[config.mk]
export PLATFORM = sky130hd
export DESIGN_NAME = pipe_stage_skid
export DESIGN_NICKNAME = d
export VERILOG_FILES = /design/src/rtl/pipe_stage_skid_pkg.sv /design/src/rtl/pipe_stage_skid_reg.sv /design/src/rtl/pipe_stage_skid.sv
export SDC_FILE = /design/constraint.sdc
export NUM_CORES = 1
export LEC_CHECK = 0
export ABC_AREA = 1
export BUFFER_PORTS_ARGS = -buffer_cell sky130_fd_sc_hd__buf_2
export CORE_UTILIZATION = 50
export CTS_CLUSTER_DIAMETER = 30
export DETAILED_ROUTE_END_ITERATION = 8
export GPL_TIMING_DRIVEN = 1
export PLACE_DENSITY_LB_ADDON = 0.12
export SETUP_SLACK_MARGIN = 0.15
export SLEW_MARGIN = 20
export SYNTH_ARGS = -nofsm -noshare
export SYNTH_HDL_FRONTEND = slang
export SYNTH_HIERARCHICAL = 1
export SYNTH_SLANG_ARGS = --single-unit
[constraint.sdc]
create_clock -name clk -period 2 [get_ports clk]
set_input_delay 0.3 -clock clk [delete_from_list [all_inputs] [get_ports clk]]
set_output_delay 0.3 -clock clk [all_outputs]
set_load 0.01 [all_outputs]
[src/rtl/pipe_stage_skid_pkg.sv]
// Shared LC-3b types and pipeline-stage state encoding for pipe_stage_skid.
package pipe_stage_skid_pkg;

  typedef logic [15:0] lc3b_word;

  // BR with nzp=000 never branches, so it is the architectural bubble.
  localparam lc3b_word LC3B_NOP = 16'h0000;

  typedef enum logic [1:0] {
    PS_EMPTY = 2'd0,
    PS_ONE   = 2'd1,
    PS_FULL  = 2'd2
  } pipe_state_t;

endpackage

[src/rtl/pipe_stage_skid_reg.sv]
// Width-parametrised load register with async reset and synchronous clear.
module pipe_stage_skid_reg #(
  parameter int WIDTH = 16
) (
  input  logic             clk,
  input  logic             rst_n,
  input  logic             clr,
  input  logic             load,
  input  logic [WIDTH-1:0] d,
  output logic [WIDTH-1:0] q
);

  // Storage element: clear wins over load.
  always_ff @(posedge clk or negedge rst_n) begin
    if (!rst_n) begin
      q <= '0;
    end else if (clr) begin
      q <= '0;
    end else if (load) begin
      q <= d;
    end else begin
      q <= q;
    end
  end

endmodule

[src/rtl/pipe_stage_skid.sv]
// Inter-stage pipeline register with valid/ready handshake, 2-entry skid buffer,
// synchronous flush, NOP injection and a saturating stall counter.
module pipe_stage_skid
  import pipe_stage_skid_pkg::*;
#(
  parameter int                WORD_W    = 16,
  parameter int                SIDE_W    = 4,
  parameter logic [WORD_W-1:0] NOP_INSTR = WORD_W'(LC3B_NOP),
  parameter int                CNT_W     = 16
) (
  input  logic              clk,
  input  logic              rst_n,
  input  logic              flush,
  input  logic              in_valid,
  output logic              in_ready,
  input  logic              inject_nop,
  input  logic [WORD_W-1:0] in_ir,
  input  logic [WORD_W-1:0] in_pc,
  input  logic [SIDE_W-1:0] in_side,
  output logic              out_valid,
  input  logic              out_ready,
  output logic [WORD_W-1:0] out_ir,
  output logic [WORD_W-1:0] out_pc,
  output logic [SIDE_W-1:0] out_side,
  output logic              out_nop,
  output logic [1:0]        occupancy,
  output logic [CNT_W-1:0]  stall_cnt
);

  // Entry layout: {nop, side, pc, ir}
  localparam int ENT_W = 2 * WORD_W + SIDE_W + 1;
  localparam logic [CNT_W-1:0] CNT_MAX = {CNT_W{1'b1}};

  pipe_state_t      state_r, state_nxt_s;
  logic             in_fire_s, out_fire_s;
  logic             main_load_s, skid_load_s;
  logic [ENT_W-1:0] in_ent_s, main_d_s, main_q_s, skid_q_s;
  logic [CNT_W-1:0] stall_cnt_r;

  assign in_ready   = (state_r != PS_FULL) && !flush;
  assign out_valid  = (state_r != PS_EMPTY);
  assign in_fire_s  = in_valid && in_ready;
  assign out_fire_s = out_valid && out_ready;

  assign in_ent_s = inject_nop ? {1'b1, in_side, in_pc, NOP_INSTR}
                               : {1'b0, in_side, in_pc, in_ir};

  // Next-state and entry load decode.
  always_comb begin
    state_nxt_s = state_r;
    main_load_s = 1'b0;
    skid_load_s = 1'b0;
    main_d_s    = in_ent_s;
    if (flush) begin
      state_nxt_s = PS_EMPTY;
    end else begin
      case (state_r)
        PS_EMPTY: begin
          if (in_fire_s) begin
            state_nxt_s = PS_ONE;
            main_load_s = 1'b1;
          end else begin
            state_nxt_s = PS_EMPTY;
          end
        end
        PS_ONE: begin
          if (in_fire_s && out_fire_s) begin
            main_load_s = 1'b1;
          end else if (in_fire_s) begin
            state_nxt_s = PS_FULL;
            skid_load_s = 1'b1;
          end else if (out_fire_s) begin
            state_nxt_s = PS_EMPTY;
          end else begin
            state_nxt_s = PS_ONE;
          end
        end
        PS_FULL: begin
          if (out_fire_s) begin
            state_nxt_s = PS_ONE;
            main_load_s = 1'b1;
            main_d_s    = skid_q_s;
          end else begin
            state_nxt_s = PS_FULL;
          end
        end
        default: begin
          state_nxt_s = PS_EMPTY;
        end
      endcase
    end
  end

  // Occupancy state register.
  always_ff @(posedge clk or negedge rst_n) begin
    if (!rst_n) begin
      state_r <= PS_EMPTY;
    end else begin
      state_r <= state_nxt_s;
    end
  end

  // Stall counter; flush deliberately leaves it alone.
  always_ff @(posedge clk or negedge rst_n) begin
    if (!rst_n) begin
      stall_cnt_r <= '0;
    end else if (out_valid && !out_ready && (stall_cnt_r != CNT_MAX)) begin
      stall_cnt_r <= stall_cnt_r + {{(CNT_W-1){1'b0}}, 1'b1};
    end else begin
      stall_cnt_r <= stall_cnt_r;
    end
  end

  pipe_stage_skid_reg #(.WIDTH(ENT_W)) u_main (
    .clk   (clk),
    .rst_n (rst_n),
    .clr   (flush),
    .load  (main_load_s),
    .d     (main_d_s),
    .q     (main_q_s)
  );

  pipe_stage_skid_reg #(.WIDTH(ENT_W)) u_skid (
    .clk   (clk),
    .rst_n (rst_n),
    .clr   (flush),
    .load  (skid_load_s),
    .d     (in_ent_s),
    .q     (skid_q_s)
  );

  // An empty stage presents the bubble encoding regardless of stale entry contents.
  assign out_ir    = out_valid ? main_q_s[WORD_W-1:0]                 : NOP_INSTR;
  assign out_pc    = out_valid ? main_q_s[2*WORD_W-1:WORD_W]          : '0;
  assign out_side  = out_valid ? main_q_s[2*WORD_W+SIDE_W-1:2*WORD_W] : '0;
  assign out_nop   = !out_valid || main_q_s[ENT_W-1];
  assign occupancy = state_r;
  assign stall_cnt = stall_cnt_r;

endmodule
---- Word level (Yosys, flattened, before mapping) ----
Index checks and enable logic that the tools add are counted.
storage, ports and cells
  register bits after elaboration ......... 92
  input port bits ......................... 42
operators by class
  $add $sub $neg .......................... 1
  equal/unequal tests ..................... 5
  multiplexer cells ....................... 25
  reduce and logical (&&, ||, !) cells .... 14
operators by type and width
  operator                                                                number
  37-bit 2-to-1 mux                                                       7
  16-bit 2-to-1 mux                                                       2
  16-bit by 1-bit adder with 16-bit output (second input constant)        1
  16-bit != test (second input constant)                                  1
  1-bit 2-to-1 mux                                                        9
  2-bit 2-to-1 mux                                                        4
  1-bit logical AND                                                       6
  2-bit case mux with 3 select lines                                      1
  2-bit nonzero test                                                      3
  4-bit 2-to-1 mux                                                        1
  1-bit zero test                                                         3
  3-bit != test (second input constant)                                   1
  1-bit case mux with 3 select lines                                      1
  2-bit by 1-bit equality test with 1-bit output (second input constant)  1
  2-bit equality test (second input constant)                             1
  2-bit zero test                                                         1
  2-bit != test (second input constant)                                   1
  1-bit logical OR                                                        1

---- Logic depth before layout (Yosys ltp) ----
  depth after elaboration ................. 9
  gate-level depth with buffers ........... 10
  gate-level depth less buffers ........... 9

---- Cells and area by module ----
The synthesis kept the hierarchy.
modules (own cells, without submodules)
  module               instances  cells each  area an instance (um^2)  seq. area each (um^2)
  pipe_stage_skid_reg  2          160         1,566.5                  925.9
  pipe_stage_skid      1          364         2,179.6                  450.4

---- Worst setup path before layout ----
OpenSTA, ideal clock, no wires.
  path type ............................... reg-to-reg
  start ................................... register state_r[0], in the netlist occupancy[0]
  end ..................................... register u_main.q[24]
  setup time .............................. 65 ps
  arrival ................................. 1,669 ps
  required time ........................... 1,935 ps
  path slack .............................. 266 ps
  stages on the path, launching flop included .. 11
  clock period less this slack ............ 1,734 ps
  cells stage by stage .................... dfrtp_1 -> inv_1 -> nand2_1 -> nand3_1 -> inv_1 -> a21oi_1 -> nor3_1 -> buf_6 -> buf_8 -> nand3_2 -> nand2_1
between the ends
  longest elaborated chain between the ends .. 8
  elaborated cells on any way between the ends .. 19
  classes of those cells .................. eq/ne (3); mux (9); reduce/logical (7)
ends and longest elaborated chain
  element                                RTL line                   source
  start: declaration                     pipe_stage_skid.sv:34      pipe_state_t state_r, state_nxt_s;
  start signal: assignment               pipe_stage_skid.sv:99      state_r <= state_nxt_s;
  2-bit != test                          pipe_stage_skid.sv:40      assign in_ready = (state_r != PS_FULL) && !flush;
  1-bit logical AND                      pipe_stage_skid.sv:40
  1-bit logical AND                      pipe_stage_skid.sv:42      assign in_fire_s = in_valid && in_ready;
  1-bit logical AND                      pipe_stage_skid.sv:67      if (in_fire_s && out_fire_s) begin
  1-bit 2-to-1 mux                       pipe_stage_skid.sv:67
  1-bit case mux with 3 select lines *   pipe_stage_skid.sv:57      case (state_r)
  1-bit 2-to-1 mux *                     pipe_stage_skid.sv:54      if (flush) begin
  named net main_load_s                  pipe_stage_skid.sv:36      logic main_load_s, skid_load_s;
  2-bit nonzero test (no source line) *  --
  end signal: assignment                 pipe_stage_skid_reg.sv:22  q <= q;
  end: declaration                       pipe_stage_skid_reg.sv:10  output logic [WIDTH-1:0] q
Mark *: on every way through the listed nets, which the timed path passes. The rest lies on a longest branch. The select of a mux whose other input is x is not followed.
A chain may end at the register's enable or synchronous reset.

---- Worst setup path in the final report ----
  start ................................... register state_r[1], in the netlist occupancy[1]
  end ..................................... output port out_nop
between the ends
  longest elaborated chain between the ends .. 3
ends and longest elaborated chain
  element             RTL line                source
  2-bit nonzero test  pipe_stage_skid.sv:41   assign out_valid = (state_r != PS_EMPTY);
  1-bit zero test     pipe_stage_skid.sv:136  assign out_nop = !out_valid || main_q_s[ENT_W-1];
  1-bit logical OR    pipe_stage_skid.sv:136
  end: declaration    pipe_stage_skid.sv:25   output logic out_nop,
Every way passes these cells.

==> results.md <==
* Status: complete, no violations
* Yosys top cell area share at 0.4333
* Cell area after layout at 0.006151 mm2
* HP Class: primary input to register
* Fmax at 0.5574 GHz
* Vias per cell at 4.840
* Row count at 37
* Layout cells sized above 1 at 0.2561
* Min Hold Slack at 0.1760 ns
* Cts bufs inserted at 9
* Hold path endpoint: u_skid/q[35]$_DFFE_PN0P_
* Post-synth EDFFs at 0
* Top FF cell, synth: dfrtp_1
* Final net count at 823
* R2r setup slk at 0.31 ns
* Pwr per Cell Area at 653.6 mW/mm2
* Tightest Pin Transition at 0.5115 ns
* CTS tree: yes
* Post-synth top cells: nand2_1 (244), dfrtp_1 (92), inv_1 (87)
* Syn Nets at 727
* Worst VDD drop at 402.1 uV
* TritonCTS sink count at 92
* Gpl congestion at 0.7945
* Area of placed instances at 0.005891 mm2
* Max incr delay on CP at 0.47 ns
* Tcrit/Tclk final at 0.8970
* Cell area after synthesis at 0.005313 mm2
* Hold_sp: in_side[3]
* Worst hold stages at 3
* Initial antenna violation count at 0
* DRT iter0 DRCs at 154
* CP Capture Type: primary output
* Die width at 105.1 um
* Synth Area in Simple Gates at 0.3596
* Min cycle time layout at 1.794 ns
* Final core utilization at 0.5958
* Asr flop ratio synth at 1.000
* Synth area leader: dfrtp_1
* Worst skew pair latency at 0.36 ns
* Synth Register Bits at 92
* CP arrival at 1.49 ns
* Combinational family with the most area after synthesis: simple AND/OR/NAND/NOR gates
* IO Count at 99
* WL final at 11960 um
* P_leak at 3.573 nW
* RSZ-0062 raised after global routing: no
* Area growth syn-to-layout at 15.78%
* H-tree depth at 3
* Worst r2r src: occupancy[0]$_DFFE_PN0P_
* Multiplexer area fraction after synthesis at 0.05723
* Post-DP HPWL at 8336 um
* Die Y at 105.1 um
* Xor/xnor share of the synthesized area at 0.009892
* R2R cell count at 10
* Crit path launch type: register
* 1st-pass router iterations at 4
* All-Layer GR Usage at 0.2298
* Post-CTS Setup Bufs at 0
* DRC at 0
* Clock Pin Slew Worst Setup and Hold Paths at 0.10 ns
* Maxcap violations at 0
* CP max FO at 26
* Maximum clock insertion buffer count at 2
* Grt total ovfl at 0
* Worst path cell trace: nor2_4, buf_12, or2_2, buf_2
* Sequential fraction of the synthesis area at 0.4333
* Synth Warn # at 6
* Clock Skew at 0.01704 ns
* CP Class: register to primary output
* Setup TNS at 0 ns
* Routed Antenna Nets at 0
* Slew Viols, Final at 0
* Via count at 4458
* Avg WL per Cell at 12.99 um
* Worst r2r dst: u_main/q[13]$_DFFE_PN0P_
* First-pass GRT wire length at 20180 um
* CTS root buf: clkbuf_8
* Final setup vio count at 0
* Fin. Hold Viols at 0
* Complex-gate fraction of the synthesized area at 0.02214
* Syn avg cell area at 7.767 um2
* Core area at 0.01032 mm2
* Port bufs at 98
* Max_slew headroom at 0.6586
* Synth unique cells at 27
* Cells after Synth at 684
* WP data required at 1.70 ns
* Most common cell in the synthesized netlist: nand2_1
* Vias in the first global route at 4319
* Die area at 0.01104 mm2
* Largest net degree at the start of global routing at 57
* Slowest cell on the critical path: dfrtp_2
* Ant. Diodes at 0
* Adder-cell area share of the yosys netlist at 0.002355
* Synth top area cells: dfrtp_1 (43%), nand2_1 (17%), nand3_1 (6.3%), inv_1 (6.1%), mux2_4 (5.1%)
* Initial core utilization at 0.5146
==> timing repair <==
item                                    4_1_cts  5_1_grt
endpoints found under the setup margin       26       38
hold buffers                                  1        0
endpoints found under the hold margin        15        0
gates resized for setup                       3        5
==> through the flow <==
| step | setup slack (ns) | cells | total power [W] |
|---|---|---|---|
| after global placement | 0.2558 | 904 | 0.002623 |
| final | 0.2059 | 921 | 0.004020 |
| after detailed placement | 0.1616 | 904 | 0.002638 |
| after floorplan | 0.2657 | 684 | 0.002410 |
| after CTS | 0.1598 | 921 | 0.004063 |
| after global routing | 0.1524 | 921 | 0.004207 |
==> layout by cell type, fill, tap and decap left out, types with 2 or more instances in the layout <==
cell / Yosys / layout
inv_6: 0 / 2
buf_12: 0 / 4
nand3_2: 21 / 21
nor2_4: 5 / 7
mux2_4: 18 / 18
nand2_4: 2 / 2
buf_4: 3 / 13
xnor2_1: 6 / 6
buf_6: 15 / 2
nand3_1: 67 / 67
inv_1: 87 / 87
bufinv_16: 0 / 2
nand2_1: 244 / 244
dfrtp_2: 0 / 2
buf_2: 7 / 97
inv_2: 3 / 3
nor2_1: 56 / 55
dfrtp_1: 92 / 90
nand2_2: 10 / 10
clkbuf_8: 0 / 9
o21ai_0: 19 / 19
nand4_1: 9 / 9
mux2_2: 3 / 3
a21oi_1: 3 / 3
==> worst max-delay path, delay by kind of cell (launching register included) <==
kind / cells / cell delay [ns]
DFF: 1 / 0.47
and+or+nand+nor: 2 / 0.35
buffers and inverters: 2 / 0.32
==> cells by family (layout without fill, tap and decap cells) <==
family,count (synthesis),after routing
flip-flops,92,92
buffers and inverters,122,223
adder cells (fa/ha/maj),1,1
multiplexers,21,21
AO/OA/AOI/OAI,23,23
AND/OR/NAND/NOR,419,419
XOR/XNOR,6,6
==> worst max path at each step <==
stage,start,endpoint,cells after the start
2_1_floorplan,occupancy[0]$_DFFE_PN0P_,u_main/q[24]$_DFFE_PN0P_,10
3_3_place_gp,flush,u_main/q[26]$_DFFE_PN0P_,9
3_5_place_dp,flush,u_main/q[26]$_DFFE_PN0P_,9
4_1_cts,occupancy[0]$_DFFE_PN0P_,out_nop,4
5_1_grt,occupancy[1]$_DFFE_PN0P_,out_nop,4
6_report,occupancy[1]$_DFFE_PN0P_,out_nop,4
==> where the power goes <==
| group | leakage (nW) | internal [W] | switching, W |
|---|---|---|---|
| registers | 1.27 | 0.00193 | 0.0000846 |
| logic | 2.19 | 0.000232 | 0.000365 |
| clock network | 0.107 | 0.000716 | 0.000695 |
==> cell type report <==
class	count	area, um2
fillers	1005	4173
multi-input cells	470	2421
flip-flops and latches	92	2305
repair buffers	117	695.7
inverters	90	337.8
well taps	136	170.2
clock buffers	10	127.6
clock inverters	6	93.84
==> metal layers <==
layer  up-vias  track usage  wire length, um
met5         -            0                0
met4         0      0.06036              122
met3        12      0.04429              432
met2       103       0.4016             5953
met1      2047       0.2908             5450
li1       2296            -                -
==> sequential cells by signal, summed over array words and instances, names as in the netlist <==
register / cells
stall_cnt: 16
u_skid/q: 37
u_main/q: 37
occupancy: 2
Power figures use the tool's default switching activity.
